===== src/rtl/fpadd_arbiter.sv =====
// fpadd_arbiter: four requesters share one FP adder through a round-robin
// arbiter. Each request runs IDLE -> ISSUE -> WAIT -> RESP, and only one
// operation is outstanding at a time. Every output comes straight from a flop.
// Defining FPADD_ARB_TIMEOUT_EN adds a WAIT-state watchdog. When it fires,
// the response is a quiet NaN with rsp_err set.
module fpadd_arbiter #(
   parameter int unsigned TIMEOUT_CYCLES = 63
) (
   input  logic         clk,
   input  logic         reset_n,
   input  logic [3:0]   req,
   input  logic [127:0] req_a,
   input  logic [127:0] req_b,
   output logic [3:0]   gnt,
   output logic [3:0]   rsp_valid,
   output logic [31:0]  rsp_sum,
   output logic         rsp_err,
   output logic         busy,
   output logic         add_start,
   output logic [31:0]  add_a,
   output logic [31:0]  add_b,
   input  logic [31:0]  add_sum,
   input  logic         add_done
);

   typedef enum logic [1:0] {IDLE, ISSUE, WAIT, RESP} state_t;

   state_t      state_q, state_d;
   logic [1:0]  ptr_q, ptr_d;
   logic [1:0]  owner_q, owner_d;
   logic [3:0]  gnt_q, gnt_d;
   logic [3:0]  rsp_valid_q, rsp_valid_d;
   logic [31:0] rsp_sum_q, rsp_sum_d;
   logic        rsp_err_q, rsp_err_d;
   logic        busy_q, busy_d;
   logic        add_start_q, add_start_d;
   logic [31:0] add_a_q, add_a_d;
   logic [31:0] add_b_q, add_b_d;

`ifdef FPADD_ARB_TIMEOUT_EN
   // The watchdog is 8 bits wide, so TIMEOUT_CYCLES is taken modulo 256.
   localparam logic [7:0] TMO = 8'(TIMEOUT_CYCLES);
   logic [7:0] wdog_q, wdog_d;
`else
   logic unused_timeout;
   assign unused_timeout = ^TIMEOUT_CYCLES;
`endif

   logic       pick_found;
   logic [1:0] pick_idx;

   // Round-robin pick: take the first requester at or after ptr, wrapping mod 4
   always_comb begin
      pick_found = 1'b0;
      pick_idx   = ptr_q;
      for (int unsigned i = 0; i < 4; i++) begin
         if (!pick_found && req[ptr_q + 2'(i)]) begin
            pick_found = 1'b1;
            pick_idx   = ptr_q + 2'(i);
         end
      end
   end

   // Next-state logic and the next value of every registered output
   always_comb begin
      state_d     = state_q;
      ptr_d       = ptr_q;
      owner_d     = owner_q;
      gnt_d       = gnt_q;
      rsp_valid_d = rsp_valid_q;
      rsp_sum_d   = rsp_sum_q;
      rsp_err_d   = rsp_err_q;
      add_start_d = add_start_q;
      add_a_d     = add_a_q;
      add_b_d     = add_b_q;
`ifdef FPADD_ARB_TIMEOUT_EN
      wdog_d      = wdog_q;
`endif
      unique case (state_q)
         IDLE: begin
            if (pick_found) begin
               owner_d     = pick_idx;
               add_a_d     = req_a[{pick_idx, 5'd0} +: 32];
               add_b_d     = req_b[{pick_idx, 5'd0} +: 32];
               gnt_d       = 4'b0001 << pick_idx;
               add_start_d = 1'b1;
               state_d     = ISSUE;
            end
         end
         ISSUE: begin
            // add_done may still be high from the previous operation, so it is ignored here
            gnt_d       = '0;
            add_start_d = 1'b0;
`ifdef FPADD_ARB_TIMEOUT_EN
            wdog_d      = '0;
`endif
            state_d     = WAIT;
         end
         WAIT: begin
            if (add_done) begin
               rsp_sum_d   = add_sum;
               rsp_err_d   = 1'b0;
               rsp_valid_d = 4'b0001 << owner_q;
               state_d     = RESP;
            end
`ifdef FPADD_ARB_TIMEOUT_EN
            else begin
               wdog_d = wdog_q + 8'd1;
               if (wdog_d == TMO) begin
                  rsp_sum_d   = 32'h7FC0_0000;
                  rsp_err_d   = 1'b1;
                  rsp_valid_d = 4'b0001 << owner_q;
                  state_d     = RESP;
               end
            end
`endif
         end
         RESP: begin
            rsp_valid_d = '0;
            ptr_d       = owner_q + 2'd1;
            state_d     = IDLE;
         end
         default: state_d = IDLE;
      endcase
      busy_d = (state_d != IDLE);
   end

   // State and output registers, cleared asynchronously by reset_n
   always_ff @(posedge clk or negedge reset_n) begin
      if (!reset_n) begin
         state_q     <= IDLE;
         ptr_q       <= '0;
         owner_q     <= '0;
         gnt_q       <= '0;
         rsp_valid_q <= '0;
         rsp_sum_q   <= '0;
         rsp_err_q   <= 1'b0;
         busy_q      <= 1'b0;
         add_start_q <= 1'b0;
         add_a_q     <= '0;
         add_b_q     <= '0;
`ifdef FPADD_ARB_TIMEOUT_EN
         wdog_q      <= '0;
`endif
      end else begin
         state_q     <= state_d;
         ptr_q       <= ptr_d;
         owner_q     <= owner_d;
         gnt_q       <= gnt_d;
         rsp_valid_q <= rsp_valid_d;
         rsp_sum_q   <= rsp_sum_d;
         rsp_err_q   <= rsp_err_d;
         busy_q      <= busy_d;
         add_start_q <= add_start_d;
         add_a_q     <= add_a_d;
         add_b_q     <= add_b_d;
`ifdef FPADD_ARB_TIMEOUT_EN
         wdog_q      <= wdog_d;
`endif
      end
   end

   assign gnt       = gnt_q;
   assign rsp_valid = rsp_valid_q;
   assign rsp_sum   = rsp_sum_q;
   assign rsp_err   = rsp_err_q;
   assign busy      = busy_q;
   assign add_start = add_start_q;
   assign add_a     = add_a_q;
   assign add_b     = add_b_q;

endmodule


===== config.mk =====
export PLATFORM = sky130hd
export DESIGN_NAME = fpadd_arbiter
export DESIGN_NICKNAME = d
export VERILOG_FILES = /design/src/rtl/fpadd_arbiter.sv
export SDC_FILE = /design/constraint.sdc
export NUM_CORES = 1
export LEC_CHECK = 0
export ABC_AREA = 1
export BUFFER_PORTS_ARGS = -buffer_cell sky130_fd_sc_hd__buf_4
export CORE_MARGIN = 2
export CORE_UTILIZATION = 30
export CTS_CLUSTER_DIAMETER = 60
export DETAILED_ROUTE_END_ITERATION = 10
export GPL_TIMING_DRIVEN = 0
export SLEW_MARGIN = 0
export SYNTH_ARGS = -nofsm -noshare
export SYNTH_HDL_FRONTEND = slang
export SYNTH_SLANG_ARGS = --single-unit

===== constraint.sdc =====
create_clock -name clk -period 2.9 [get_ports clk]
set_clock_uncertainty 0.2 [all_clocks]
set_input_delay 0.145 -clock clk [delete_from_list [all_inputs] [get_ports clk]]
set_output_delay 0.145 -clock clk [all_outputs]
set_load 0.1 [all_outputs]

After elaboration in Yosys (flattened, before gate mapping)
Index checks and enable logic that the tools add are counted.

Register bits after elaboration: 112. Bits of input ports: 295.

Muxes and demuxes: 24. Magnitude comparators: 4. Eq/ne operators: 5. Shifts and indexed selects: 4. Add/sub/neg operators: 4. Reductions and logical operators: 14.

Operator list (number): $shiftx 128x8->32 (2); $pmux 4 s2 (2); $lt 2x3->1 const B (4); $mux 2 (5); $mux 1 (9); $bmux 1 s2 (4); $mux 4 (2); $pmux 2 s4 (1); $reduce_and 2->1 (4); $shl 1x2->4 const A (2); $reduce_bool 2->1 (3); $add 2x1->2 const B (2); $add 2x2->2 const B (2); $eq 2x2->1 const B (2); $ne 2x2->1 const B (2); $logic_and 1x1->1 (3); $logic_not 1->1 (3); $eq 2x1->1 const B (1); $logic_not 2->1 (1); $pmux 1 s2 (1).

Longest topological paths before layout
Gate-level depths: netlist of run 1.

Depth after elaboration: 15. Depth in mapped cells: 18.

Worst setup path after synthesis of run 1
No wires, ideal clock.

Kind: register to register. From: reg ptr_q[1]. To: reg add_a_q[0] (netlist: add_a[0]). Data required time: 2.580 ns. Cell stages (with the launch flop): 18. Path slack: 0.830 ns. Arrival: 1.750 ns. Period minus slack after synthesis: 2.070 ns. Setup time: 0.120 ns. Path through: dfrtp_1 > buf_2 > inv_2 > nand2_1 > nand2_1 > nand2_1 > nand2_1 > nand3_2 > inv_1 > nand2_1 > nand3_1 > nand2_1 > buf_4 > buf_6 > nand2_1 > nand2_1 > nand2_1 > nand2_1.

Word-level cells in the longest chain between the ends: 13.

RTL lines: start: declaration (RTL line 29) `logic [1:0] ptr_q, ptr_d;`; start signal: assignment (RTL line 147) `ptr_q <= ptr_d;`; branches (longest 13 deep; another with $add 2x1->2); end signal: assignment (RTL line 140) `add_a_q <= '0;`; end signal: assignment (RTL line 155) `add_a_q <= add_a_d;`; end: declaration (RTL line 37) `logic [31:0] add_a_q, add_a_d;`.

Parallel ways; which one is timed is not known. The select of a mux whose other input is x is not followed. A chain may end at the register's enable or synchronous reset.

Final worst setup path of run 1
From: reg ptr_q[1]. To: reg add_a_q[6] (netlist: add_a[6]).

Same word-level chain as after synthesis.

==> results of run 1 <==
kinds of logic (layout without fill, tap and decap cells):
logic type	Yosys count	after routing	share of synthesized area
buf+inv	118	670	0.0996
fa+ha+maj	9	9	0.0145
other cells	1	1	0.000482
compound gates	16	16	0.0111
mux	32	32	0.0463
simple gates	863	863	0.468
flops	112	112	0.360
tightest hold or removal path, delay by kind of cell:
family,cells,cell delay [ns]
buffers and inverters,1,0.08
and+or+nand+nor,6,0.32
cell type report:
cell class / count / area share
plain buffers: 91 / 0.0534
clock buffers: 9 / 0.0174
clock inverters: 7 / 0.00669
inverters: 27 / 0.00805
multi-input cells: 921 / 0.326
flip-flops and latches: 112 / 0.217
well taps: 330 / 0.0320
repair buffers: 536 / 0.339
synthesized netlist by cell type (all sizes together):
cell    count
nand4       3
dfrtp     112
nand3     276
ha          9
mux2       32
conb        1
or2         1
inv        27
o22ai       5
buf        87
nand2     582
clkbuf      4
o21ai      11
nor2        1
flip-flops by register name, summed over array words and instances, names as in the netlist:
signal     flops
add_b         32
ptr_q          2
add_a         32
owner_q        2
state_q        2
rsp_sum       32
rsp_valid      4
busy           1
gnt            4
add_start      1
timing repair:
action	4_1_cts	5_1_grt
setup buffers	0	2
endpoints found under the setup margin	0	12
endpoints found under the hold margin	174	0
hold buffers	133	0
resized for setup	0	10
metal layers:
metal,wire length [um],vias to the layer above
li1,-,4798
met1,14400,4572
met2,16700,444
met3,2650,92
met4,1390,2
met5,12,-
cell usage in the layout (no fill, tap or decap), types with 2 or more instances in the layout:
master,count
clkinv_8,3
mux2_2,32
inv_6,2
o22ai_1,5
nand2_2,10
dfrtp_1,111
o21ai_0,10
nand4_1,2
clkbuf_16,9
nand3_1,275
dlygate4sd3_1,133
buf_2,29
inv_1,24
ha_1,9
buf_4,423
clkbuf_1,4
nand2_1,572
buf_6,31
buf_1,5
inv_2,2
per-stage QoR:
step	cell area, sq um	worst slack, ns	std cells
after floorplan	7780	0.830	1151
after global placement	11200	0.204	1881
after detailed placement	11200	0.170	1882
after CTS	12900	0.0781	2031
after global routing	12900	0.00577	2033
final	12900	0.237	2033
final timing paths:
kind / end / from / depth (start not counted)
setup / recovery: add_a[6] / ptr_q[1] / 16
hold / removal: add_a[14] / req_a[110] / 7
setup reg to reg: add_a[6] / ptr_q[1] / 16
hold reg to reg: add_a[4] / add_a[4] / 2
max in group asynchronous: ptr_q[0] / reset_n / 3
min in group asynchronous: rsp_sum[17] / reset_n / 2
==> flow_metrics.env, run 1 <==
export IMPL_grt_util_met3=0.0568
export IMPL_ys_seq_area_frac=0.360
export IMPL_fmax_ghz=0.376
export IMPL_routed_wirelength_mm=35.1
export IMPL_port_buffers=400
export IMPL_reg2reg_setup_slack_ns=0.24
export IMPL_cts_made_buffers=9
export IMPL_drv_cap=0
export IMPL_rsz0062_at_grt="no"
export IMPL_critPathSlowestCell="dlygate4sd3_1"
export IMPL_core_area_sq_um=25300
export IMPL_slowest_delay_ns=0.54
export IMPL_slew_headroom=0.577
export IMPL_multi_input_area_sq_um=4210
export IMPL_path_cells="buf_2, inv_4, nand2_1, nand2_2, nand2_1, nand2_2, nor2_2, nand4_1, buf_6, nand3_1, nand2_1, dlygate4sd3_1, nand2_1, nand2_1, nand2_1, nand2_1"
export IMPL_synth_area_leaders="dfrtp_1 (36%), nand2_1 (28%), nand3_1 (18%), mux2_2 (4.6%), buf_6 (3.9%)"
export IMPL_layout_min_cycle_time_ns=2.66
export IMPL_diodes=0
export IMPL_critPathMaxFanout=10
export IMPL_fin_util=0.510
export IMPL_drtPass1Iterations=5
export IMPL_grt_busiest_layer="met2"
export IMPL_register_area_sq_um=2800
export IMPL_io_pins=402
export IMPL_dp_hpwl_mm=26.0
export IMPL_place_gp_congestion=0.895
export IMPL_cts_tree="yes"
export IMPL_syn_to_final_growth_pct=66.0
export IMPL_hold_viol=0
export IMPL_drt_iter0_drc=762
export IMPL_endpoint_kind="flip-flop"
export IMPL_cts_root_buffer="clkbuf_16"
export IMPL_grt_use_met1=0.304
export IMPL_drive_gt1_frac=0.324
export IMPL_syn_area_per_cell_sq_um=6.76
export IMPL_tightest_slew_ns=0.634
export IMPL_grt_overflow_total=0
export IMPL_cp_arrival_ns=2.71
export IMPL_grt_first_pass_wirelength_mm=51.8
export IMPL_path_class="reg2reg"
export IMPL_timing_final_crit_share=0.918
export IMPL_drt_vias_per_instance=4.87
export IMPL_fillers=2539
export IMPL_grt_usage=0.248
export IMPL_finalNetCount=2002
export IMPL_min_path_type="in2reg"
export IMPL_ys_warn_count=0
export IMPL_num_vias=9908
export IMPL_met2_usage=0.415
export IMPL_setup_violations=0
export IMPL_yosys_register_bits=112
export IMPL_yosysTopAreaCellShare=0.360
export IMPL_crit_top_cell="nand2_1"
export IMPL_setup_tns_ns=0
export IMPL_clock_latency_ns=0.37
export IMPL_grt_antenna_before_repair=1
export IMPL_routedWlPerCell_um=17.3
export IMPL_drv_slew=0
export IMPL_cpLargestDelayFamily="buffers and inverters"
export IMPL_drc_errors=0
export IMPL_status="finished clean"
export IMPL_hold_slack_ns=0.00423
export IMPL_dieHeight_um=165
export IMPL_initial_utilization=0.307
export IMPL_grt_max_degree=66
export IMPL_grt_pass1_vias=9783
export IMPL_fp_row_count=58
export IMPL_die_w_um=165
export IMPL_yosysTopAreaCell="dfrtp_1"
export IMPL_dieArea_sq_um=27200
export IMPL_synthCells=1151
export IMPL_path_buf_inv=4
export IMPL_crit_required_ns=2.95
export IMPL_syn_area_sq_um=7780
export IMPL_cp_start_kind="flip-flop"
export IMPL_ant_nets=0
export IMPL_cts_max_level=3
export IMPL_yosysUniqueCellTypes=22
export IMPL_cts_buffer_depth=2
export IMPL_clk_pin_slew_ns=0.09
export IMPL_cts_sinks=112
export IMPL_syn_nets=1455
Power of run 1 is left out: the tool's default activity adds up to more than one toggle a clock period on the data nets, which glitch-free logic cannot reach.
==> run 2: changes to the inputs <==
--- a/config.mk
+++ b/config.mk
@@ -7,7 +7,7 @@
 export LEC_CHECK = 0
 export ABC_AREA = 1
 export BUFFER_PORTS_ARGS = -buffer_cell sky130_fd_sc_hd__buf_4
-export CORE_MARGIN = 2
+export CORE_MARGIN = 8
 export CORE_UTILIZATION = 30
 export CTS_CLUSTER_DIAMETER = 60
 export DETAILED_ROUTE_END_ITERATION = 10
==> flow_metrics.env, run 2 (synthesized netlist as in run 1, its figures left out) <==
export IMPL_status="finished clean"
export IMPL_drc_errors=0
export IMPL_io_pins=402
export IMPL_finalNetCount=1993
export IMPL_fmax_ghz=0.376
export IMPL_grt_usage=0.230
export IMPL_multi_input_area_sq_um=4220
export IMPL_place_area_sq_um=11200
export IMPL_cp_arrival_ns=2.72
export IMPL_cts_max_level=3
export IMPL_cts_buffer_depth=2
export IMPL_fp_row_count=59
export IMPL_grt_antenna_before_repair=2
export IMPL_die_w_um=177
export IMPL_clock_latency_ns=0.36
export IMPL_cp_start_kind="flip-flop"
export IMPL_drv_cap=0
export IMPL_final_common_cell="nand2_1"
export IMPL_path_class="reg2reg"
export IMPL_grt_overflow_total=0
export IMPL_path_buf_inv=4
export IMPL_routed_wirelength_mm=37.7
export IMPL_drt_iter0_drc=605
export IMPL_place_gp_congestion=0.926
export IMPL_dieHeight_um=177
export IMPL_layout_min_cycle_time_ns=2.66
export IMPL_drive_gt1_frac=0.326
export IMPL_slowest_delay_ns=0.55
export IMPL_timing_final_crit_share=0.917
export IMPL_register_area_sq_um=2800
export IMPL_grt_first_pass_wirelength_mm=56.1
export IMPL_dieArea_sq_um=31300
export IMPL_critPathMaxFanout=9
export IMPL_crit_required_ns=2.96
export IMPL_syn_to_final_growth_pct=64.9
export IMPL_crit_top_cell="nand2_1"
export IMPL_grt_pass1_vias=9973
export IMPL_critPathSlowestCell="dlygate4sd3_1"
export IMPL_routedWlPerCell_um=18.6
export IMPL_path_cells="clkbuf_4, inv_4, nand2_1, nand2_2, nand2_1, nand2_4, nor2_4, nand4_1, buf_6, nand3_1, nand2_1, dlygate4sd3_1, nand2_1, nand2_1, nand2_1, nand2_1"
export IMPL_setup_violations=0
export IMPL_cts_root_buffer="clkbuf_16"
export IMPL_tightest_slew_ns=0.606
export IMPL_num_vias=9833
export IMPL_dp_hpwl_mm=28.8
export IMPL_clk_pin_slew_ns=0.09
export IMPL_final_cell_mix="nand2_1 (571), buf_4 (423), nand3_1 (275)"
export IMPL_hold_viol=0
export IMPL_slew_headroom=0.596
export IMPL_hold_slack_ns=0.00377
export IMPL_drv_slew=0
export IMPL_initial_utilization=0.302
export IMPL_drt_vias_per_instance=4.84
export IMPL_grt_max_degree=63
export IMPL_drtPass1Iterations=5
export IMPL_port_buffers=400
export IMPL_cpLargestDelayFamily="buffers and inverters"
export IMPL_core_area_sq_um=25800
export IMPL_cts_made_buffers=9
export IMPL_cts_tree="yes"
export IMPL_setup_tns_ns=0
export IMPL_fillers=2561
export IMPL_fin_util=0.498
export IMPL_ant_nets=0
export IMPL_endpoint_kind="flip-flop"
export IMPL_cts_sinks=112
export IMPL_min_path_type="in2reg"
export IMPL_design_area_sq_um=12800
run 2: cell count changes in the layout (fill, tap and decap cells not counted):
cell	before	now
clkinv_4	1	0
clkbuf_4	1	2
dlygate4sd3_1	133	123
nand2_4	0	1
inv_6	2	1
clkinv_8	3	1
nor2_2	1	0
diode_2	0	2
inv_8	1	3
nand2_1	572	571
clkinvlp_4	0	2
nor2_4	0	1
run 2: timing repair:
item	in CTS	in global routing
hold buffers	123	0
hold endpoints to repair	136	0
buffers inserted	0	2
gates resized for setup	0	14
endpoints found under the setup margin	0	39
run 2: tightest hold or removal path: cells and delay by family:
family        cells  cell delay, ns
buf+inv           1            0.08
simple gates      6            0.31
run 2: layout make-up:
class                           instances  area share
Tap cell                              335      0.0327
Clock inverter                          7     0.00576
Antenna cell                            2    0.000390
Clock buffer                            9      0.0176
Timing Repair Buffer                  527       0.334
Buffer                                 91      0.0539
Multi-Input combinational cell        921       0.329
Inverter                               27     0.00810
Sequential cell                       112       0.219
run 2: final timing paths:
check / from / to / slack, ns / cells after the start
hold / removal: req_b[99] / add_b[3] / 0.004 / 7
min in group asynchronous: reset_n / add_a[26] / 0.12 / 2
setup reg to reg: ptr_q[1] / add_a[5] / 0.24 / 16
setup / recovery: ptr_q[1] / add_a[5] / 0.24 / 16
max in group asynchronous: reset_n / add_b[30] / 1.66 / 3
hold reg to reg: add_a[31] / add_a[31] / 0.28 / 2
run 2: per-layer routing:
metal	vias to the layer above	GRT usage	share of wire
li1	4781	-	-
met1	4581	0.273	0.40
met2	405	0.389	0.49
met3	66	0.0666	0.081
met4	0	0.0799	0.027
met5	-	0	0
run 2: per-stage QoR:
step	worst slack (ns)	cells
after floorplan	0.830	1151
after global placement	0.264	1886
after detailed placement	0.230	1887
after CTS	0.0804	2026
after global routing	-0.00115	2031
final	0.240	2031
Power of run 2 is left out for the same reason.
==> run 3: changes to the inputs <==
--- a/config.mk
+++ b/config.mk
@@ -7,11 +7,12 @@
 export LEC_CHECK = 0
 export ABC_AREA = 1
 export BUFFER_PORTS_ARGS = -buffer_cell sky130_fd_sc_hd__buf_4
-export CORE_MARGIN = 8
-export CORE_UTILIZATION = 30
+export CORE_AREA = 8 8 150 152
 export CTS_CLUSTER_DIAMETER = 60
 export DETAILED_ROUTE_END_ITERATION = 10
+export DIE_AREA = 0 0 158 160
 export GPL_TIMING_DRIVEN = 0
+export PLACE_DENSITY = 0.7
 export SLEW_MARGIN = 0
 export SYNTH_ARGS = -nofsm -noshare
 export SYNTH_HDL_FRONTEND = slang
==> flow_metrics.env, run 3 (synthesized netlist as in run 1, its figures left out) <==
export IMPL_min_path_type="in2reg"
export IMPL_fmax_ghz=0.371
export IMPL_fin_cells=1926
export IMPL_cts_tree="yes"
export IMPL_endpoint_kind="flip-flop"
export IMPL_drive_gt1_frac=0.331
export IMPL_layout_min_cycle_time_ns=2.70
export IMPL_drtPass1Iterations=7
export IMPL_design_area_sq_um=12400
export IMPL_setup_violations=0
export IMPL_drv_slew=0
export IMPL_cts_max_level=3
export IMPL_cp_start_kind="flip-flop"
export IMPL_r2r_start="ptr_q[1]"
export IMPL_cts_buffer_depth=2
export IMPL_path_class="reg2reg"
export IMPL_hold_end="add_a[7]"
export IMPL_syn_to_final_growth_pct=58.9
export IMPL_grt_overflow_total=0
export IMPL_fp_row_count=52
export IMPL_drv_cap=0
export IMPL_clk_pin_slew_ns=0.08
export IMPL_dieHeight_um=160
export IMPL_fin_util=0.617
export IMPL_r2r_end="add_a[7]"
export IMPL_holdPathStages=7
export IMPL_core_area_sq_um=20000
export IMPL_io_pins=402
export IMPL_port_buffers=400
export IMPL_tightest_slew_ns=0.595
export IMPL_cp_arrival_ns=2.75
export IMPL_final_common_cell="nand2_1"
export IMPL_place_gp_congestion=0.945
export IMPL_cts_root_buffer="clkbuf_16"
export IMPL_grt_pass1_vias=10000
export IMPL_cts_made_buffers=9
export IMPL_timing_final_crit_share=0.930
export IMPL_min_delay_start="req_a[103]"
export IMPL_fillers=1852
export IMPL_die_w_um=158
export IMPL_place_inst=1822
export IMPL_finalNetCount=1954
export IMPL_dieArea_sq_um=25300
export IMPL_initial_utilization=0.388
export IMPL_drt_iter0_drc=759
export IMPL_dp_hpwl_mm=28.0
export IMPL_setup_ws_ns=0.203
export IMPL_grt_antenna_before_repair=1
export IMPL_status="finished clean"
export IMPL_register_area_sq_um=2800
export IMPL_multi_input_area_sq_um=4200
export IMPL_num_vias=9725
export IMPL_routedWlPerCell_um=19.2
export IMPL_drc_errors=0
export IMPL_critPathMaxFanout=10
export IMPL_crit_required_ns=2.95
export IMPL_drt_vias_per_instance=5.05
export IMPL_ant_nets=0
export IMPL_final_cell_mix="nand2_1 (574), buf_4 (422), nand3_1 (275)"
export IMPL_reg2reg_setup_slack_ns=0.20
export IMPL_slew_headroom=0.603
export IMPL_grt_first_pass_wirelength_mm=55.4
export IMPL_hold_viol=0
export IMPL_place_area_sq_um=11100
export IMPL_cts_sinks=112
export IMPL_grt_max_degree=61
export IMPL_rr_worst_depth=16
export IMPL_grt_usage=0.283
export IMPL_post_place_ws_ns=0.311
export IMPL_routed_wirelength_mm=37.0
export IMPL_crit_start="ptr_q[1]"
export IMPL_clock_latency_ns=0.36
[run 3: cell count changes in the layout (fill, tap and decap cells not counted), sizes merged]
cell and delta:
bufinv +1, clkbuf +1, clkinvlp -2, dlygate4sd3 -37
buf -2, diode -1
[run 3: layer usage]
metal  track usage  vias to the layer above  share of wire
li1              -                     4701              -
met1         0.325                     4488           0.39
met2         0.473                      453           0.48
met3        0.0893                       83          0.098
met4         0.124                        0          0.041
met5             0                        -              0
[run 3: critical path, stage by stage, from the launching register on]
cell and delay, ns:
dfrtp_1 0.33, clkbuf_4 0.19, inv_4 0.07, nand2_1 0.06, nand2_1 0.11, nand2_1 0.10, nand2_2 0.10, nor2_2 0.14
nand4_1 0.19, buf_6 0.21, nand3_1 0.08, nand2_1 0.05, dlygate4sd3_1 0.55, nand2_1 0.06, nand2_1 0.05, nand2_1 0.05
nand2_1 0.05
[run 3: how the worst max path moves through the flow]
stage | to | slack (ns) | cells past startpoint
5_1_grt | add_a[7] | -0.01 | 16
2_1_floorplan | add_a[0] | 0.83 | 17
3_3_place_gp | add_a[1] | 0.34 | 14
3_5_place_dp | add_b[19] | 0.31 | 14
6_report | add_a[7] | 0.20 | 16
4_1_cts | add_a[5] | 0.11 | 16
[run 3: area by class of cell]
type / count / share of cell area
Antenna cell: 1 / 0.000202
Buffer: 91 / 0.0560
Clock buffer: 10 / 0.0193
Clock inverter: 6 / 0.00658
Inverter: 27 / 0.00840
Multi-Input combinational cell: 921 / 0.340
Sequential cell: 112 / 0.227
Tap cell: 270 / 0.0273
Timing Repair Buffer: 488 / 0.316
[run 3: what timing repair did]
item | 4_1_cts | 5_1_grt
resized for setup | 0 | 8
buffers inserted | 0 | 1
hold buffers | 86 | 0
endpoints found under the setup margin | 0 | 2
endpoints found under the hold margin | 125 | 0
[run 3: metrics by stage]
step                      hold slack (ns)  TNS (ns)
after floorplan                    -0.351         0
after global placement              0.178         0
after detailed placement          -0.0684         0
after CTS                       0.0000629         0
after global routing               0.0368  -0.00987
final                             0.00890         0
Power of run 3 is left out for the same reason.
